File: config.mk
export PLATFORM = sky130hd
export DESIGN_NAME = uart_rx
export DESIGN_NICKNAME = d
export VERILOG_FILES = /design/src/rtl/uart_rx.sv
export SDC_FILE = /design/constraint.sdc
export NUM_CORES = 1
export LEC_CHECK = 0
export BUFFER_PORTS_ARGS = -buffer_cell sky130_fd_sc_hd__buf_2
export CORE_MARGIN = 2
export CORE_UTILIZATION = 25
export CTS_BUF_LIST = sky130_fd_sc_hd__clkbuf_4
export CTS_CLUSTER_SIZE = 28
export DETAILED_ROUTE_END_ITERATION = 16
export PLACE_DENSITY = 0.47
export SETUP_SLACK_MARGIN = 0.02
export SYNTH_ARGS = -nofsm -noshare
export SYNTH_HDL_FRONTEND = slang
export SYNTH_SLANG_ARGS = --single-unit
File: constraint.sdc
create_clock -name IO_CLK -period 2.9 [get_ports IO_CLK]
set_input_delay 0.435 -clock IO_CLK [delete_from_list [all_inputs] [get_ports IO_CLK]]
set_output_delay 0.435 -clock IO_CLK [all_outputs]
set_load 0.02 [all_outputs]
File: src/rtl/uart_rx.sv
// 8N1 UART receiver: 2-flop synchronizer, IDLE/START/DATA/STOP FSM and a show-ahead
// receive FIFO with sticky framing-error and overrun flags.
module uart_rx #(
   parameter int CLKS_PER_BIT = 434,
   parameter int FIFO_DEPTH   = 4
) (
   input  logic       IO_CLK,
   input  logic       IO_RST,
   input  logic       rx_i,
   output logic [7:0] rx_data_o,
   output logic       rx_valid_o,
   input  logic       rx_ready_i,
   output logic       frame_err_o,
   output logic       overrun_o,
   input  logic       err_clr_i,
   output logic       busy_o
);

   // Handshake: a byte leaves the FIFO on any rising edge where rx_valid_o && rx_ready_i;
   // rx_data_o is stable while rx_valid_o is high and meaningless while it is low.

   localparam int              AW        = $clog2(FIFO_DEPTH);
   localparam logic [15:0]     BIT_LAST  = 16'(CLKS_PER_BIT - 1);
   localparam logic [15:0]     HALF_LAST = 16'(CLKS_PER_BIT / 2 - 1);
   localparam logic [AW:0]     DEPTH_C   = (AW + 1)'(FIFO_DEPTH);

   typedef enum logic [1:0] {IDLE, START, DATA, STOP} state_t;

   state_t        state;
   logic [15:0]   cnt;
   logic [2:0]    bit_idx;
   logic [7:0]    shift;

   logic          rx_meta;
   logic          rx_s;
   logic          rx_prev;
   logic          meta_live;
   logic          sync_live;

   logic          stop_hit;
   logic          push;
   logic          ferr_set;
   logic          pop;
   logic          full;
   logic          wr_en;
   logic          ovr_set;

   logic [AW-1:0] wr_ptr;
   logic [AW-1:0] rd_ptr;
   logic [AW:0]   count;
   logic [7:0]    mem [FIFO_DEPTH];

   // rx_prev only tracks samples that really came from the line, so the reset value
   // of the synchronizer can never fake a falling edge against a line that is low.
   always_ff @(posedge IO_CLK) begin
      if (IO_RST) begin
         rx_meta   <= 1'b1;
         rx_s      <= 1'b1;
         rx_prev   <= 1'b0;
         meta_live <= 1'b0;
         sync_live <= 1'b0;
      end else begin
         rx_meta   <= rx_i;
         rx_s      <= rx_meta;
         meta_live <= 1'b1;
         sync_live <= meta_live;
         rx_prev   <= sync_live ? rx_s : 1'b0;
      end
   end

   always_ff @(posedge IO_CLK) begin
      if (IO_RST) begin
         state   <= IDLE;
         cnt     <= '0;
         bit_idx <= '0;
         shift   <= '0;
         busy_o  <= 1'b0;
      end else begin
         case (state)
            IDLE: begin
               if (rx_prev && !rx_s) begin
                  state  <= START;
                  cnt    <= '0;
                  busy_o <= 1'b1;
               end
            end
            START: begin
               if (cnt == HALF_LAST) begin
                  cnt <= '0;
                  if (!rx_s) begin
                     state   <= DATA;
                     bit_idx <= '0;
                  end else begin
                     state  <= IDLE;
                     busy_o <= 1'b0;
                  end
               end else begin
                  cnt <= cnt + 16'd1;
               end
            end
            DATA: begin
               if (cnt == BIT_LAST) begin
                  shift[bit_idx] <= rx_s;
                  cnt            <= '0;
                  if (bit_idx == 3'd7) state <= STOP;
                  else bit_idx <= bit_idx + 3'd1;
               end else begin
                  cnt <= cnt + 16'd1;
               end
            end
            STOP: begin
               if (cnt == BIT_LAST) begin
                  state  <= IDLE;
                  cnt    <= '0;
                  busy_o <= 1'b0;
               end else begin
                  cnt <= cnt + 16'd1;
               end
            end
            default: begin
               state  <= IDLE;
               busy_o <= 1'b0;
            end
         endcase
      end
   end

   assign stop_hit = (state == STOP) && (cnt == BIT_LAST);
   assign push     = stop_hit && rx_s;
   assign ferr_set = stop_hit && !rx_s;
   assign pop      = (count != '0) && rx_ready_i;
   assign full     = (count == DEPTH_C);
   assign wr_en    = push && (!full || pop);
   assign ovr_set  = push && full && !pop;

   always_ff @(posedge IO_CLK) begin
      if (IO_RST) begin
         wr_ptr <= '0;
         rd_ptr <= '0;
         count  <= '0;
      end else begin
         if (wr_en) wr_ptr <= wr_ptr + 1'b1;
         if (pop) rd_ptr <= rd_ptr + 1'b1;
         case ({wr_en, pop})
            2'b10:   count <= count + 1'b1;
            2'b01:   count <= count - 1'b1;
            default: count <= count;
         endcase
      end
   end

   always_ff @(posedge IO_CLK) begin
      if (wr_en) mem[wr_ptr] <= shift;
   end

   // A set event in the same cycle as err_clr_i keeps the flag high.
   always_ff @(posedge IO_CLK) begin
      if (IO_RST) begin
         frame_err_o <= 1'b0;
         overrun_o   <= 1'b0;
      end else begin
         frame_err_o <= ferr_set | (frame_err_o & ~err_clr_i);
         overrun_o   <= ovr_set  | (overrun_o   & ~err_clr_i);
      end
   end

   assign rx_data_o  = mem[rd_ptr];
   assign rx_valid_o = (count != '0);

endmodule

* Yosys cells after proc, flatten, opt, wreduce, memory -nomap -nowiden
Memory sizes are Yosys's and may differ from the RTL's. A register that Yosys moved wholly into a read port is not among the register bits.
Cells that the tools add are included.
W data, S select, Z words.
** Storage, ports and cells
- Input bits :: 5
- Word-level logic and storage cells :: 101
- Memory bits (writable) :: 32
- Memories :: 1
- Bits in registers :: 44
** Cells by class
- Equality and inequality tests :: 17
- $add $sub $neg :: 6
- Reductions and logical operators :: 24
- Bitwise operators :: 6
- Magnitude comparators :: 2
- Multiplexer cells :: 30
** Memories
- mem :: words 4, bits a word 8, rd ports 1, clocked after Yosys merged registers in 1, wr ports 1, RTL line 51 : logic [7:0] mem [FIFO_DEPTH];
** Operators with widths (number)
- $mux W16 :: 3
- $pmux W16 S3 :: 1
- $add A16 B1 Y16 const B :: 1
- $eq A16 B8 Y1 const B :: 1
- $eq A16 B9 Y1 const B :: 1
- $mux W2 :: 8
- $ne A2 B2 Y1 const B :: 8
- $reduce_and A5 Y1 :: 3
- $mux W3 :: 4
- $pmux W3 S2 :: 2
- $logic_and A1 B1 Y1 :: 9
- $bwmux W8 :: 1
- $mux W1 :: 8
- $pmux W2 S4 :: 1
- $add A3 B1 Y3 const B :: 2
- $eq A2 B2 Y1 const B :: 3
- $eq A3 B3 Y1 const B :: 2
- $reduce_bool A3 Y1 :: 2
- $add A2 B1 Y2 const B :: 2
- $eq A2 B1 Y1 const B :: 2
- $lt A3 B4 Y1 const B :: 1
- $reduce_bool A2 Y1 :: 2
- $reduce_or A2 Y1 :: 2
- $demux W1 S3 :: 1
- other kinds (10) :: 15

* Depth between registers and ports, before layout
- Depth in word-level cells :: 6
- Gate-level depth with buffers :: 9
- Mapped depth without buffers :: 9

* Least setup slack after synthesis
OpenSTA, ideal clock, no wires.
- Path kind :: reg-to-reg
- From :: reg cnt[13]
- To :: reg count[2]
- Stages on the path, launching flop included :: 8
- Setup slack :: 0.327 ns
- Library setup time :: 0.123 ns
- Data required time :: 2.777 ns
- Arrival time :: 2.450 ns
- Cells stage by stage :: dfxtp_1 > or4_1 > or4_4 > o21a_1 > inv_1 > fa_1 > mux2i_1 > mux2_1
** Between the ends
- Word-level cells in the longest chain between the ends :: 6
- Elaborated cells on any way between the ends :: 8
** Ends and longest elaborated chain
- start, declared :: RTL line 30 : logic [15:0] cnt;
- start signal, assigned :: RTL line 98 : cnt <= cnt + 16'd1;
- start signal, assigned :: RTL line 108 : cnt <= cnt + 16'd1;
- start signal, assigned :: RTL line 117 : cnt <= cnt + 16'd1;
- $eq A16 B9 Y1 (*) :: RTL line 128 : assign stop_hit = (state == STOP) && (cnt == BIT_LAST);
- $logic_and A1 B1 Y1 (*) :: RTL line 128
- $logic_and A1 B1 Y1 (*) :: RTL line 129 : assign push = stop_hit && rx_s;
- $logic_and A1 B1 Y1 (*) :: RTL line 133 : assign wr_en = push && (!full || pop);
- $eq A2 B1 Y1 or $eq A2 B2 Y1 (tied branches) :: RTL line 144 : case ({wr_en, pop})
- $pmux W3 S2 or $reduce_bool A2 Y1 (tied branches)
- end signal, assigned :: RTL line 145 : 2'b10: count <= count + 1'b1;
- end signal, assigned :: RTL line 146 : 2'b01: count <= count - 1'b1;
- end signal, assigned :: RTL line 147 : default: count <= count;
- end, declared :: RTL line 50 : logic [AW:0] count;
Every way passes the cells marked *; elsewhere a longest branch is shown, timed or not.
A chain may end at the register's enable or synchronous reset.

* Worst setup path after layout
- From :: reg cnt[13]
- To :: mem mem[0][2], enable pin
** Between the ends
- Word-level cells in the longest chain between the ends :: 6
** Ends and longest elaborated chain
- $eq A16 B9 Y1 :: RTL line 128
- $logic_and A1 B1 Y1 :: RTL line 128
- $logic_and A1 B1 Y1 :: RTL line 129
- $logic_and A1 B1 Y1 :: RTL line 133
- $mux W1 :: RTL line 153 : if (wr_en) mem[wr_ptr] <= shift;
- $mux W1 (not written as such) :: RTL line 153
- end, declared :: RTL line 51
Every way passes these cells.

==> flow_summary.json <==
{
  "crit_buf_inv": 0,
  "slowest_delay_ns": 0.63,
  "ys_types": 54,
  "postCtsResizedCells": 0,
  "placementRows": 42,
  "grt_antenna_before_repair": 0,
  "finalHoldViolations": 0,
  "drt_iter0_drc": 103,
  "drive_gt1_frac": 0.173,
  "nNetsFinal": 333,
  "cts_buffers": 9,
  "arrival_ns": 2.83,
  "cts_root_buf": "clkbuf_4",
  "worst_pin_slew_ns": 0.887,
  "drv_cap": 0,
  "timing.final.crit_share": 0.943,
  "setup_tns_ns": 0,
  "synthToLayoutAreaGrowth_pct": 12.1,
  "rsz0062_at_grt": "no",
  "cts_max_path_buffers": 2,
  "drc_errors": 0,
  "setup_viol": 0,
  "r2r-end": "mem[0][2]$_DFFE_PP_",
  "min-delay-start": "rx_i",
  "cp_top_family": "simple AND/OR/NAND/NOR gates",
  "path_max_fanout": 8,
  "synthArstFlopShare": 0,
  "total_leakage_power_nw": 1.36,
  "hold_buffers": 0,
  "die_width_um": 121,
  "hold_depth": 2,
  "clk_pin_slew_worst_paths_ns": 0.13,
  "outcome": "finished clean",
  "grtUsageTotal": 0.0978,
  "path_class": "register to register",
  "power_density_nw_per_um2": 563,
  "cp-start-kind": "register",
  "syn_area_um2": 3440,
  "drv_slew": 0,
  "irDropWorstVdd_uv": 180,
  "grt_pass1_vias": 2132,
  "reg2reg_slack_ns": 0.16,
  "fin_crit_ns": 2.74,
  "fmax_mhz": 365,
  "syn-num-nets": 314,
  "via_per_inst": 4.50,
  "yosys.area.top_type_share": 0.279,
  "critPathSlowestCell": "or4_1",
  "portBuffers": 16,
  "wirelength_um": 6790,
  "grt_max_degree": 30,
  "hp-class": "input pin to register",
  "ys_ff_latch": 78,
  "yosys_warnings": 0,
  "syn_avg_cell_area_um2": 11.5,
  "maxSlewHeadroom": 0.409,
  "vias": 2246,
  "r2r-start": "cnt[13]$_SDFFE_PP0N_",
  "drtAntennaViolNets": 0,
  "finClkSkew_ns": 0.0115,
  "synth-edff-count": 32,
  "cp-end-kind": "register",
  "seq_area_frac_synth": 0.547,
  "tritoncts": "done",
  "drt_pass1_iterations": 5,
  "die_h_um": 121,
  "clock_sinks": 78,
  "htreeDepth": 3,
  "synth_ff_type": "dfxtp_1",
  "cp_data_required_time_ns": 2.99,
  "synthTopCellsByArea": "edfxtp_1 28%, dfxtp_1 27%, mux4_2 5.2%",
  "post_cts_buffers": 0,
  "hold_end": "rx_meta$_SDFF_PP1_",
  "yosys.area.top_type": "edfxtp_1",
  "grt_pass1_wl_um": 11100,
  "dp_cells": 483,
  "start_util": 0.258,
  "fillers": 1418,
  "reg2reg_depth": 4,
  "diodes": 0,
  "synthCells": 299,
  "gp_congestion": 0.741,
  "drt-wirelength-per-cell_um": 13.6,
  "final_cells": 499,
  "die_area_um2": 14700,
  "grt_overflow": 0,
  "io_pins": 17,
  "report.power.total_mw": 2.17,
  "path_cells": "or4_1 -> or4_4 -> nor3_2 -> and2_1",
  "hpwl_um": 4650,
  "clk_latency_ns": 0.43,
  "core-area_um2": 13300
}
-- worst reg2reg max path, delay by kind of cell, from the launching register on --
family           cells  cell delay, ns
and+or+nand+nor      4            2.04
DFF                  1            0.37
-- how the worst max path moves through the flow --
stage / cells past startpoint / endpoint / start / slack [ns]
final: 4 / mem[0][2]$_DFFE_PP_ / cnt[13]$_SDFFE_PP0N_ / 0.16
after global routing: 5 / mem[1][7]$_DFFE_PP_ / cnt[0]$_SDFFE_PP0N_ / 0.02
after CTS: 4 / mem[0][1]$_DFFE_PP_ / cnt[13]$_SDFFE_PP0N_ / 0.14
after detailed placement: 4 / mem[0][3]$_DFFE_PP_ / cnt[13]$_SDFFE_PP0N_ / 0.15
after global placement: 4 / mem[0][4]$_DFFE_PP_ / cnt[13]$_SDFFE_PP0N_ / 0.18
after floorplan: 7 / count[2]$_SDFFE_PP0P_ / cnt[13]$_SDFFE_PP0N_ / 0.33
-- cell families (layout without fill, tap and decap cells) --
| kind of cell | Yosys count | count (layout) | share of synthesized area |
|---|---|---|---|
| compound gates | 38 | 38 | 0.0803 |
| xor+xnor | 13 | 13 | 0.0331 |
| fa+ha+maj | 10 | 10 | 0.0385 |
| buf+inv | 25 | 49 | 0.0276 |
| flops | 78 | 78 | 0.547 |
| mux | 20 | 20 | 0.0876 |
| simple gates | 115 | 115 | 0.186 |
-- flip-flops by register name, indices dropped and copies added, names as in the netlist, 2 cells and up, named ones only --
name	flops
rd_ptr	2
count	3
wr_ptr	2
cnt	16
bit_idx	3
shift	8
mem	32
-- power breakdown --
| part | switching [mW] | internal [mW] |
|---|---|---|
| Clock | 0.408 | 0.185 |
| Combinational | 0.179 | 0.169 |
| Sequential | 0.0579 | 1.17 |
| Total | 0.645 | 1.53 |
-- stage by stage --
stage	utilization	area (um2)	hold WS [ns]	setup WS [ns]
6_report	0.289	3860	0.191	0.164
4_1_cts	0.289	3860	0.160	0.140
2_1_floorplan	-	3440	0.389	0.327
3_5_place_dp	0.280	3730	0.400	0.148
3_3_place_gp	0.280	3730	0.392	0.182
5_1_grt	0.289	3860	0.160	0.0219
-- synthesized netlist by cell type (6+ instances only) --
master / instances
inv_1: 11
nor2_1: 25
a21oi_1: 7
clkbuf_1: 12
dfxtp_1: 46
ha_1: 9
edfxtp_1: 32
nand3_1: 9
nand4_1: 7
mux4_2: 8
o21ai_1: 7
nand2_1: 24
and2_1: 6
mux2i_1: 11
xor2_1: 7
xnor2_1: 6
-- cells in the final DEF (no fill, tap or decap), types with 8 or more instances in the layout --
cell type,n
buf_2,16
clkbuf_4,9
dfxtp_1,46
edfxtp_1,32
ha_1,9
inv_1,11
mux2i_1,11
mux4_2,8
nand2_1,24
nand3_1,9
nor2_1,25
-- area by class of cell --
cell class / instances / area [um2] / share of cell area
clock inverter: 7 / 56.3 / 0.0146
sequential: 78 / 1880 / 0.488
clock buffer: 9 / 67.6 / 0.0175
timing repair buffer: 22 / 125 / 0.0324
tap: 176 / 220 / 0.0571
inverter: 11 / 41.3 / 0.0107
multi-input combinational: 196 / 1470 / 0.380
-- routing by layer --
layer / routed length, um / up-vias / GRT usage
li1: - / 1134 / -
met1: 3300 / 1067 / 0.125
met3: 274 / 7 / 0.0320
met5: 0 / - / 0
met2: 3130 / 38 / 0.157
met4: 89 / 0 / 0.0302
No activity file was read; power rests on OpenSTA's default activity.
